<file path="src/rtl/io_responder.sv">
// -----------------------------------------------------------------------------
// io_responder
//   Memory-mapped IO block for a small CPU. When A[31:28] == IO_BASE, offsets
//   in A[7:0] select these registers:
//     0x00  status   (load)  {29'b0, tx_drop, rx_nonempty, tx_ready}
//     0x04  rx data  (load)  {24'b0, FIFO head}; pops the RX FIFO if non-empty
//     0x08  tx data  (store) byte lane 0 is sent to the UART transmitter
//     0x10  cycle counter        (load)
//     0x14  instruction counter  (load)
//     0x18  counter clear        (store, any byte enable)
//
// Ports
//   Clock, Reset_n        single rising-edge clock, async active-low reset
//   A, Din                address and store data from the execute stage
//   Io_trans              IO byte write enables (nonzero = IO store)
//   Io_recv               IO load this cycle
//   Instr_valid           one instruction retired this cycle
//   Dout                  registered IO load data (1-cycle latency)
//   Tx_data/valid/ready   byte stream to the UART transmitter
//   Rx_data/valid/ready   byte stream from the UART receiver into the RX FIFO
// -----------------------------------------------------------------------------
module io_responder #(
    parameter int         RX_DEPTH = 4,
    parameter logic [3:0] IO_BASE  = 4'h8
) (
    input  logic        Clock,
    input  logic        Reset_n,
    input  logic [31:0] A,
    input  logic [31:0] Din,
    input  logic [3:0]  Io_trans,
    input  logic        Io_recv,
    input  logic        Instr_valid,
    output logic [31:0] Dout,
    output logic [7:0]  Tx_data,
    output logic        Tx_valid,
    input  logic        Tx_ready,
    input  logic [7:0]  Rx_data,
    input  logic        Rx_valid,
    output logic        Rx_ready
);

    localparam int PTR_W = $clog2(RX_DEPTH);
    localparam int CNT_W = PTR_W + 1;

    typedef enum logic [0:0] {
        TX_IDLE = 1'b0,
        TX_HOLD = 1'b1
    } tx_state_e;

    // state registers
    tx_state_e          tx_state_q, tx_state_d;
    logic [7:0]         tx_data_q,  tx_data_d;
    logic               tx_drop_q,  tx_drop_d;
    logic [31:0]        dout_q,     dout_d;
    logic [31:0]        cyc_q,      cyc_d;
    logic [31:0]        instr_q,    instr_d;
    logic [PTR_W-1:0]   wr_ptr_q,   wr_ptr_d;
    logic [PTR_W-1:0]   rd_ptr_q,   rd_ptr_d;
    logic [CNT_W-1:0]   count_q,    count_d;
    logic [7:0]         mem_q [RX_DEPTH];
    logic [7:0]         mem_d [RX_DEPTH];

    // decode helpers
    logic               mapped_s;
    logic [7:0]         addr_s;
    logic               store_s;
    logic               load_s;
    logic               rx_nonempty_s;
    logic               rx_ready_s;
    logic               push_s;
    logic               pop_s;
    logic               tx_store_s;
    logic               cnt_clr_s;
    logic               status_load_s;
    logic [31:0]        rdata_s;

    // Address bits between the space select and the register offset are don't-care.
    logic               unused_bits_s;
    assign unused_bits_s = ^{A[27:8], Din[31:8]};

    assign Dout     = dout_q;
    assign Tx_data  = tx_data_q;
    assign Tx_valid = (tx_state_q == TX_HOLD);
    assign Rx_ready = rx_ready_s;

    // Access decode; a store with Io_recv set suppresses the load side entirely.
    always_comb begin
        mapped_s      = (A[31:28] == IO_BASE);
        addr_s        = A[7:0];
        store_s       = mapped_s && (Io_trans != 4'h0);
        load_s        = mapped_s && Io_recv && (Io_trans == 4'h0);
        rx_nonempty_s = (count_q != {CNT_W{1'b0}});
        rx_ready_s    = (count_q < CNT_W'(RX_DEPTH));
        push_s        = Rx_valid && rx_ready_s;
        pop_s         = load_s && (addr_s == 8'h04) && rx_nonempty_s;
        tx_store_s    = store_s && (addr_s == 8'h08) && Io_trans[0];
        cnt_clr_s     = store_s && (addr_s == 8'h18);
        status_load_s = load_s && (addr_s == 8'h00);
    end

    // Load data mux; reads reflect pre-edge register values.
    always_comb begin
        rdata_s = 32'h0000_0000;
        if (mapped_s) begin
            case (addr_s)
                8'h00:   rdata_s = {29'h0, tx_drop_q, rx_nonempty_s, (tx_state_q == TX_IDLE)};
                8'h04:   rdata_s = rx_nonempty_s ? {24'h0, mem_q[rd_ptr_q]} : 32'h0000_0000;
                8'h10:   rdata_s = cyc_q;
                8'h14:   rdata_s = instr_q;
                default: rdata_s = 32'h0000_0000;
            endcase
        end else begin
            rdata_s = 32'h0000_0000;
        end
    end

    // Dout capture: only on Io_recv; a concurrent store forces zero.
    always_comb begin
        dout_d = dout_q;
        if (Io_recv) begin
            dout_d = (Io_trans != 4'h0) ? 32'h0000_0000 : rdata_s;
        end else begin
            dout_d = dout_q;
        end
    end

    // TX holding register FSM and sticky drop flag.
    always_comb begin
        tx_state_d = tx_state_q;
        tx_data_d  = tx_data_q;
        tx_drop_d  = tx_drop_q;
        case (tx_state_q)
            TX_IDLE: begin
                if (tx_store_s) begin
                    tx_data_d  = Din[7:0];
                    tx_state_d = TX_HOLD;
                end else begin
                    tx_state_d = TX_IDLE;
                end
            end
            TX_HOLD: begin
                if (Tx_ready) begin
                    tx_state_d = TX_IDLE;
                end else begin
                    tx_state_d = TX_HOLD;
                end
            end
            default: begin
                tx_state_d = TX_IDLE;
            end
        endcase
        // A drop in the same cycle as a status read keeps the flag set.
        if (tx_store_s && (tx_state_q == TX_HOLD)) begin
            tx_drop_d = 1'b1;
        end else if (status_load_s) begin
            tx_drop_d = 1'b0;
        end else begin
            tx_drop_d = tx_drop_q;
        end
    end

    // RX FIFO pointers, occupancy and storage; no bypass from push to pop.
    always_comb begin
        wr_ptr_d = wr_ptr_q;
        rd_ptr_d = rd_ptr_q;
        count_d  = count_q;
        for (int i = 0; i < RX_DEPTH; i++) begin
            mem_d[i] = mem_q[i];
        end
        if (push_s) begin
            mem_d[wr_ptr_q] = Rx_data;
            wr_ptr_d        = wr_ptr_q + PTR_W'(1);
        end else begin
            wr_ptr_d = wr_ptr_q;
        end
        if (pop_s) begin
            rd_ptr_d = rd_ptr_q + PTR_W'(1);
        end else begin
            rd_ptr_d = rd_ptr_q;
        end
        case ({push_s, pop_s})
            2'b10:   count_d = count_q + CNT_W'(1);
            2'b01:   count_d = count_q - CNT_W'(1);
            default: count_d = count_q;
        endcase
    end

    // Free-running cycle and retired-instruction counters with store-clear.
    always_comb begin
        cyc_d   = cyc_q + 32'h0000_0001;
        instr_d = instr_q;
        if (cnt_clr_s) begin
            cyc_d   = 32'h0000_0000;
            instr_d = 32'h0000_0000;
        end else if (Instr_valid) begin
            instr_d = instr_q + 32'h0000_0001;
        end else begin
            instr_d = instr_q;
        end
    end

    // State register bank.
    always_ff @(posedge Clock or negedge Reset_n) begin
        if (!Reset_n) begin
            tx_state_q <= TX_IDLE;
            tx_data_q  <= 8'h00;
            tx_drop_q  <= 1'b0;
            dout_q     <= 32'h0000_0000;
            cyc_q      <= 32'h0000_0000;
            instr_q    <= 32'h0000_0000;
            wr_ptr_q   <= {PTR_W{1'b0}};
            rd_ptr_q   <= {PTR_W{1'b0}};
            count_q    <= {CNT_W{1'b0}};
            for (int i = 0; i < RX_DEPTH; i++) begin
                mem_q[i] <= 8'h00;
            end
        end else begin
            tx_state_q <= tx_state_d;
            tx_data_q  <= tx_data_d;
            tx_drop_q  <= tx_drop_d;
            dout_q     <= dout_d;
            cyc_q      <= cyc_d;
            instr_q    <= instr_d;
            wr_ptr_q   <= wr_ptr_d;
            rd_ptr_q   <= rd_ptr_d;
            count_q    <= count_d;
            for (int i = 0; i < RX_DEPTH; i++) begin
                mem_q[i] <= mem_d[i];
            end
        end
    end

endmodule

</file>
<file path="config.mk">
export PLATFORM = sky130hd
export DESIGN_NAME = io_responder
export DESIGN_NICKNAME = d
export VERILOG_FILES = /design/src/rtl/io_responder.sv
export SDC_FILE = /design/constraint.sdc
export NUM_CORES = 1
export LEC_CHECK = 0
export ABC_AREA = 1
export ABC_CLOCK_PERIOD_IN_PS = 2200
export BUFFER_PORTS_ARGS = -buffer_cell sky130_fd_sc_hd__buf_2
export CAP_MARGIN = 10
export CORE_MARGIN = 2
export CORE_UTILIZATION = 33
export DETAILED_ROUTE_END_ITERATION = 10
export PLACE_DENSITY_LB_ADDON = 0.08
export SLEW_MARGIN = 15
export SYNTH_ARGS = -nofsm -noshare
export SYNTH_HDL_FRONTEND = slang
export SYNTH_SLANG_ARGS = --single-unit
</file>
<file path="constraint.sdc">
create_clock -name Clock -period 2.2 [get_ports Clock]
set_input_delay 0.44 -clock Clock [delete_from_list [all_inputs] [get_ports Clock]]
set_output_delay 0.44 -clock Clock [all_outputs]
set_load 0.005 [all_outputs]
</file>
==> flow_summary.toml, run 1 <==
[finish]
syn_to_final_growth_pct = 18.8
stdcell_count = 1525
ff_latch_area_um2 = 3630
n_antenna_cell = 0
fill_cells = 2557
multi_input_area_um2 = 3670
nets = 1283
final_util_pct = 40.1
drive_above_1_share_pct = 15.1

[critical_path]
crit_required_ns = 2.54
cp-start-kind = "flip-flop"
critPathArrivalTime_ns = 2.33
endpoint_kind = "flip-flop"
crit_chain = "nor3_1, inv_1, nand3_4, nor2_4, ha_1, inv_1, fa_1, o21ai_0"
crit_path_max_fanout = 3
crit_top_cell = "inv_1"
cp_slowest_cell = "fa_1"
crit_start = "count_q[1]$_DFFE_PN0P_"
worstSetupPathType = "flip-flop to flip-flop"
timing.rr.start = "count_q[1]$_DFFE_PN0P_"
max_stage_delay_ns = 0.42

[detailed_routing]
wl_per_cell_um = 15.6
firstDrtPassIters = 5
num_vias = 7179
ant_nets = 0
drt_iter0_markers = 398
drcViolationCount = 0
vias_per_cell = 4.71
routed_wl_mm = 23.8

[floorplan]
die_w_um = 159
io_pins = 124
initial_utilization_pct = 33.8
core_um2 = 23500
row_count = 56
die_area_um2 = 25400
die_h_um = 159

[grt]
grt_pass1_wl_mm = 39.0
grt_max_degree = 56
grt_pass1_vias = 7111
grt_overflow_total = 0
track_usage_pct = 19.5
antenna_found_initial = 0

[clocking]
clock_path_buffers = 2
cts_resized = 0
cts.sinks = 145
h-tree-depth = 4
cts_tree = "done"
clk_pin_slew_ns = 0.07
cts_buffers = 17
clkLatencyLatePin_ns = 0.43
root_buffer = "clkbuf_16"

[worst_hold_path]
hp-class = "primary input to flip-flop"
hold_start = "Tx_ready"

[power]
power_mw = 6.91
vdd_ir_drop_max_mv = 0.445
p_per_area_nw_per_um2 = 731
leakage_nw = 5.01

[logic_synthesis]
syn_area_um2 = 7960
synthCells = 1096
yosys.area.top_type = "dfrtp_1"
ys.flop_type = "dfrtp_1"
async_flop_share_pct = 100
ys_seq_elements = 145
netlist_top_cells_area = "dfrtp_1 (46%), nand2_1 (16%), nor2_1 (7.5%), inv_1 (5.9%), o21ai_0 (4.5%)"
ys_seq_area_share_pct = 45.6
syn_avg_cell_area_um2 = 7.26
synth_top_area_share_pct = 45.6
yosysMostFrequentCell = "nand2_1"
synth_warnings = 0
syn_nets = 1186
synth_cell_type_count = 32
synth_edf_count = 0
synth_common_cells = "nand2_1 (348), nor2_1 (160), dfrtp_1 (145)"

[status]
run_status = "complete, no violations"

[timing]
fin_skew_ns = 0.0161
relSlewSlack_pct = 62.2
period_share_pct = 90.4
fmax_mhz = 503
tightest_slew_ns = 0.563
rsz0062_at_grt = "no"
final_max_slew_viol_count = 0
fin_setup_tns_ns = 0
period_needed_ns = 1.99
setup_viol = 0
layout_setup_ws_ns = 0.211
finalHoldViolCount = 0

[place]
numPortBuffers = 79
hpwl_mm = 17.6
dp_cells = 1492
dp_slack_ns = 0.00484
gp_congestion = 0.821

[job]
maxCapViolations = 0
kinds of logic (layout without fill, tap and decap cells):
family | count (synthesis) | in the layout | synth area share (%)
and+or+nand+nor | 647 | 647 | 34.9
buffers and inverters | 159 | 269 | 8.29
DFF | 145 | 145 | 45.6
AOI/OAI and AO/OA | 129 | 129 | 8.92
adders and majority gates | 8 | 8 | 1.35
xor gates and xnor gates | 8 | 8 | 0.881
registers in the layout (all words and copies together), names as in the netlist:
name       count
Dout          32
cyc_q         32
count_q        3
wr_ptr_q       2
rd_ptr_q       2
Tx_data        8
instr_q       32
tx_drop_q      1
mem_q         32
Tx_valid       1
area by class of cell:
type | count | share of cell area (%)
multi-input combinational | 792 | 38.9
inverter | 131 | 5.20
clock inverter | 15 | 2.00
tap | 319 | 4.22
sequential | 145 | 38.4
clock buffer | 17 | 4.50
timing repair buffer | 106 | 6.82
per-stage QoR:
stage                     hold slack [ns]  area, um^2
after detailed placement            0.320        8830
after CTS                           0.159        9450
after floorplan                     0.144        7960
after global placement              0.317        8830
final                               0.180        9450
after global routing                0.194        9450
cells in the final DEF (no fill, tap or decap), types with 5 or more instances in the layout:
cell / instances
clkbuf_16: 17
a21oi_1: 21
dfrtp_1: 145
nor3_1: 26
inv_1: 124
inv_2: 7
nand3_1: 67
xor2_1: 6
nand4_1: 12
nor2_2: 6
nand2_1: 348
buf_4: 23
inv_6: 5
o21ai_0: 71
nand3_2: 5
o22ai_1: 27
nor2_4: 9
nor2_1: 160
ha_1: 7
o21ai_2: 8
buf_2: 78
power by group:
group / switching [mW] / internal, mW
registers: 0.226 / 2.83
clock network: 1.39 / 1.64
logic: 0.553 / 0.272
final timing paths:
check / to / slack [ns] / cells past startpoint
worst max-delay path: count_q[1]$_DFFE_PN0P_ / 0.21 / 8
worst min-delay path: Tx_valid$_DFF_PN0_ / 0.18 / 2
worst max register to register: count_q[1]$_DFFE_PN0P_ / 0.21 / 8
worst min register to register: Dout[11]$_DFFE_PN0P_ / 0.47 / 2
max in group asynchronous: cyc_q[0]$_DFF_PN0_ / 1.18 / 3
min in group asynchronous: instr_q[17]$_DFFE_PN0P_ / 0.44 / 2
worst max-delay path, delay by kind of cell (launching register included):
| kind | cells | cell delay (ns) |
|---|---|---|
| fa+ha+maj | 2 | 0.58 |
| simple gates | 3 | 0.51 |
| flops | 1 | 0.39 |
| buf+inv | 2 | 0.24 |
| compound gates | 1 | 0.18 |
metal layers:
layer  track usage (%)  vias to the layer above  wire length [um]
met1              27.2                     3321             11500
met2              31.8                      169             11100
met5                 0                        -                 0
li1                  -                     3667                 -
met3              3.05                       22               898
met4              4.75                        0               328
timing repair:
action,CTS,global route
hold buffers,1,0
hold endpoints to repair,18,0
buffers inserted,0,0
Power figures use the tool's default switching activity.
==> inputs of run 2 (changes only) <==
- RECOVER_POWER: default -> 50
==> run 2 against run 1 <==
Effect of this change: core utilization shrank 0.27 points; clock power is essentially flat; largest power group unchanged; sequential share of layout area grew 0.26 points; critical path type unchanged; largest cell class unchanged.
==> flow_summary.toml, run 2 (same netlist as run 1, synthesis figures left out) <==
[clocking]
clkLatencyLatePin_ns = 0.43
h-tree-depth = 4
clock_path_buffers = 2
cts_resized = 0
cts_tree = "done"
root_buffer = "clkbuf_16"
cts_buffers = 17
clk_pin_slew_ns = 0.07
cts.sinks = 145

[grt]
grt_max_degree = 56
grt_pass1_wl_mm = 39.0
antenna_found_initial = 0
track_usage_pct = 19.5
grt_overflow_total = 0
grt_pass1_vias = 7111

[timing]
fmax_mhz = 504
fin_setup_tns_ns = 0
setup_viol = 0
period_share_pct = 90.2
fin_skew_ns = 0.0169
period_needed_ns = 1.98
rsz0062_at_grt = "no"
relSlewSlack_pct = 21.9
finalHoldViolCount = 0
final_max_slew_viol_count = 0
tightest_slew_ns = 1.17

[critical_path]
endpoint_kind = "flip-flop"
rr_worst_depth = 8
cp_slowest_cell = "fa_1"
r2r_end = "count_q[1]$_DFFE_PN0P_"
crit_top_cell = "inv_1"
crit_chain = "nor3_1, inv_1, nand3_4, nor2_4, ha_1, inv_1, fa_1, o21ai_0"
worstSetupPathType = "flip-flop to flip-flop"
crit_path_max_fanout = 3
critPathArrivalTime_ns = 2.33
crit_required_ns = 2.54
crit_buf_inv = 2
max_stage_delay_ns = 0.42
cp-start-kind = "flip-flop"
timing.rr.start = "count_q[0]$_DFFE_PN0P_"
critPathTopFamily = "adder cells"
rrSetupSlack_ns = 0.22

[detailed_routing]
routed_wl_mm = 23.8
drcViolationCount = 0
num_vias = 7139
top_layer_used = "met4"
wl_met2_mm = 11.0
wl_met1_mm = 11.5
wl_met3_um = 831
firstDrtPassIters = 5
wl_per_cell_um = 15.6
vias_per_cell = 4.68
drt_iter0_markers = 405
ant_nets = 0

[power]
comb_power_share_pct = 11.8
p_per_area_nw_per_um2 = 736
leakage_nw = 4.99
p_int_mw = 4.74
vdd_ir_drop_max_mv = 0.414
p_sw_mw = 2.17
clockPowerShare_pct = 43.9
swShare_pct = 31.4
p_seq_share_pct = 44.3

[worst_hold_path]
worst_hold_path.num_cells = 2
hp-class = "primary input to flip-flop"
hold_path_end = "Tx_valid$_DFF_PN0_"
hold_start = "Tx_ready"

[place]
post_dp_cell_area_um2 = 8830
hpwl_mm = 17.6
numPortBuffers = 79
gp_congestion = 0.821

[finish]
layout_common_cells = "nand2_1 (348), nor2_1 (160), dfrtp_1 (145)"
n_antenna_cell = 0
drive_above_1_share_pct = 14.3
final_common_cell = "nand2_1"
nets = 1283
syn_to_final_growth_pct = 18.0
final_area_um2 = 9390

[floorplan]
row_count = 56
initial_utilization_pct = 33.8
die_area_um2 = 25400
io_pins = 124
die_w_um = 159
die_h_um = 159
core_um2 = 23500

[job]
maxCapViolations = 0

[status]
run_status = "complete, no violations"
==> run 2: cell types whose count changed in the layout (fill, tap and decap cells not counted) <==
cell / delta
buf_4: -3
buf_12: -2
nand3_1: +3
buf_2: -2
clkbuf_4: +2
nand3_2: -2
inv_1: +2
o21ai_2: -1
inv_2: -2
nand3_4: -1
clkbuf_1: +4
clkbuf_2: +1
o21ai_0: +1
==> run 2: cell type report <==
type / instances / area (um^2)
inverters: 131 / 492
flip-flops and latches: 145 / 3630
well taps: 319 / 399
clock inverters: 15 / 189
clock buffers: 17 / 425
multi-input cells: 792 / 3650
fillers: 2570 / 14200
repair buffers: 106 / 607
==> run 2: how the worst max path moves through the flow <==
stage	slack, ns	depth (start not counted)	start	endpoint
after floorplan	0.03	12	A[1]	count_q[2]$_DFFE_PN0P_
after global placement	0.03	12	Io_trans[3]	count_q[2]$_DFFE_PN0P_
after detailed placement	0.005	12	A[7]	count_q[2]$_DFFE_PN0P_
after CTS	0.20	8	count_q[1]$_DFFE_PN0P_	count_q[1]$_DFFE_PN0P_
after global routing	0.04	9	A[1]	Tx_data[0]$_DFFE_PN0P_
final	0.22	8	count_q[0]$_DFFE_PN0P_	count_q[1]$_DFFE_PN0P_
==> run 2: power groups by stage <==
stage	clock (mW)	sequential, mW	combinational, mW
finish	3.03	3.06	0.814
detailed placement	0	3.11	0.841
global placement	0	3.11	0.833
floorplan	0	3.05	0.561
global route	3.22	3.09	0.942
CTS	3.12	3.06	0.847
==> run 2: worst register-to-register path, cell delays in order (launching register included) <==
cell and delay [ns]:
dfrtp_1 0.40, nor3_1 0.35, inv_1 0.15, nand3_4 0.11, nor2_4 0.04, ha_1 0.17, inv_1 0.09, fa_1 0.42
o21ai_0 0.18
==> run 2: timing repair <==
| action | CTS | global route |
|---|---|---|
| hold endpoints to repair | 18 | 0 |
| hold buffers | 1 | 0 |
| buffers inserted | 0 | 0 |
==> run 2: metrics by stage <==
step | util, % | setup WS (ns) | power [mW] | hold WS [ns] | std cells
finish | 39.9 | 0.215 | 6.90 | 0.181 | 1525
global route | 39.9 | 0.0438 | 7.26 | 0.194 | 1525
CTS | 40.1 | 0.201 | 7.03 | 0.159 | 1525
detailed placement | 37.5 | 0.00484 | 3.95 | 0.320 | 1492
floorplan | - | 0.0312 | 3.61 | 0.144 | 1096
global placement | 37.5 | 0.0309 | 3.94 | 0.317 | 1492
==> run 2: layer usage <==
layer	GRT usage (%)	vias to the layer above
li1	-	3665
met1	27.2	3299
met2	31.8	152
met3	3.05	23
met4	4.75	0
met5	0	-
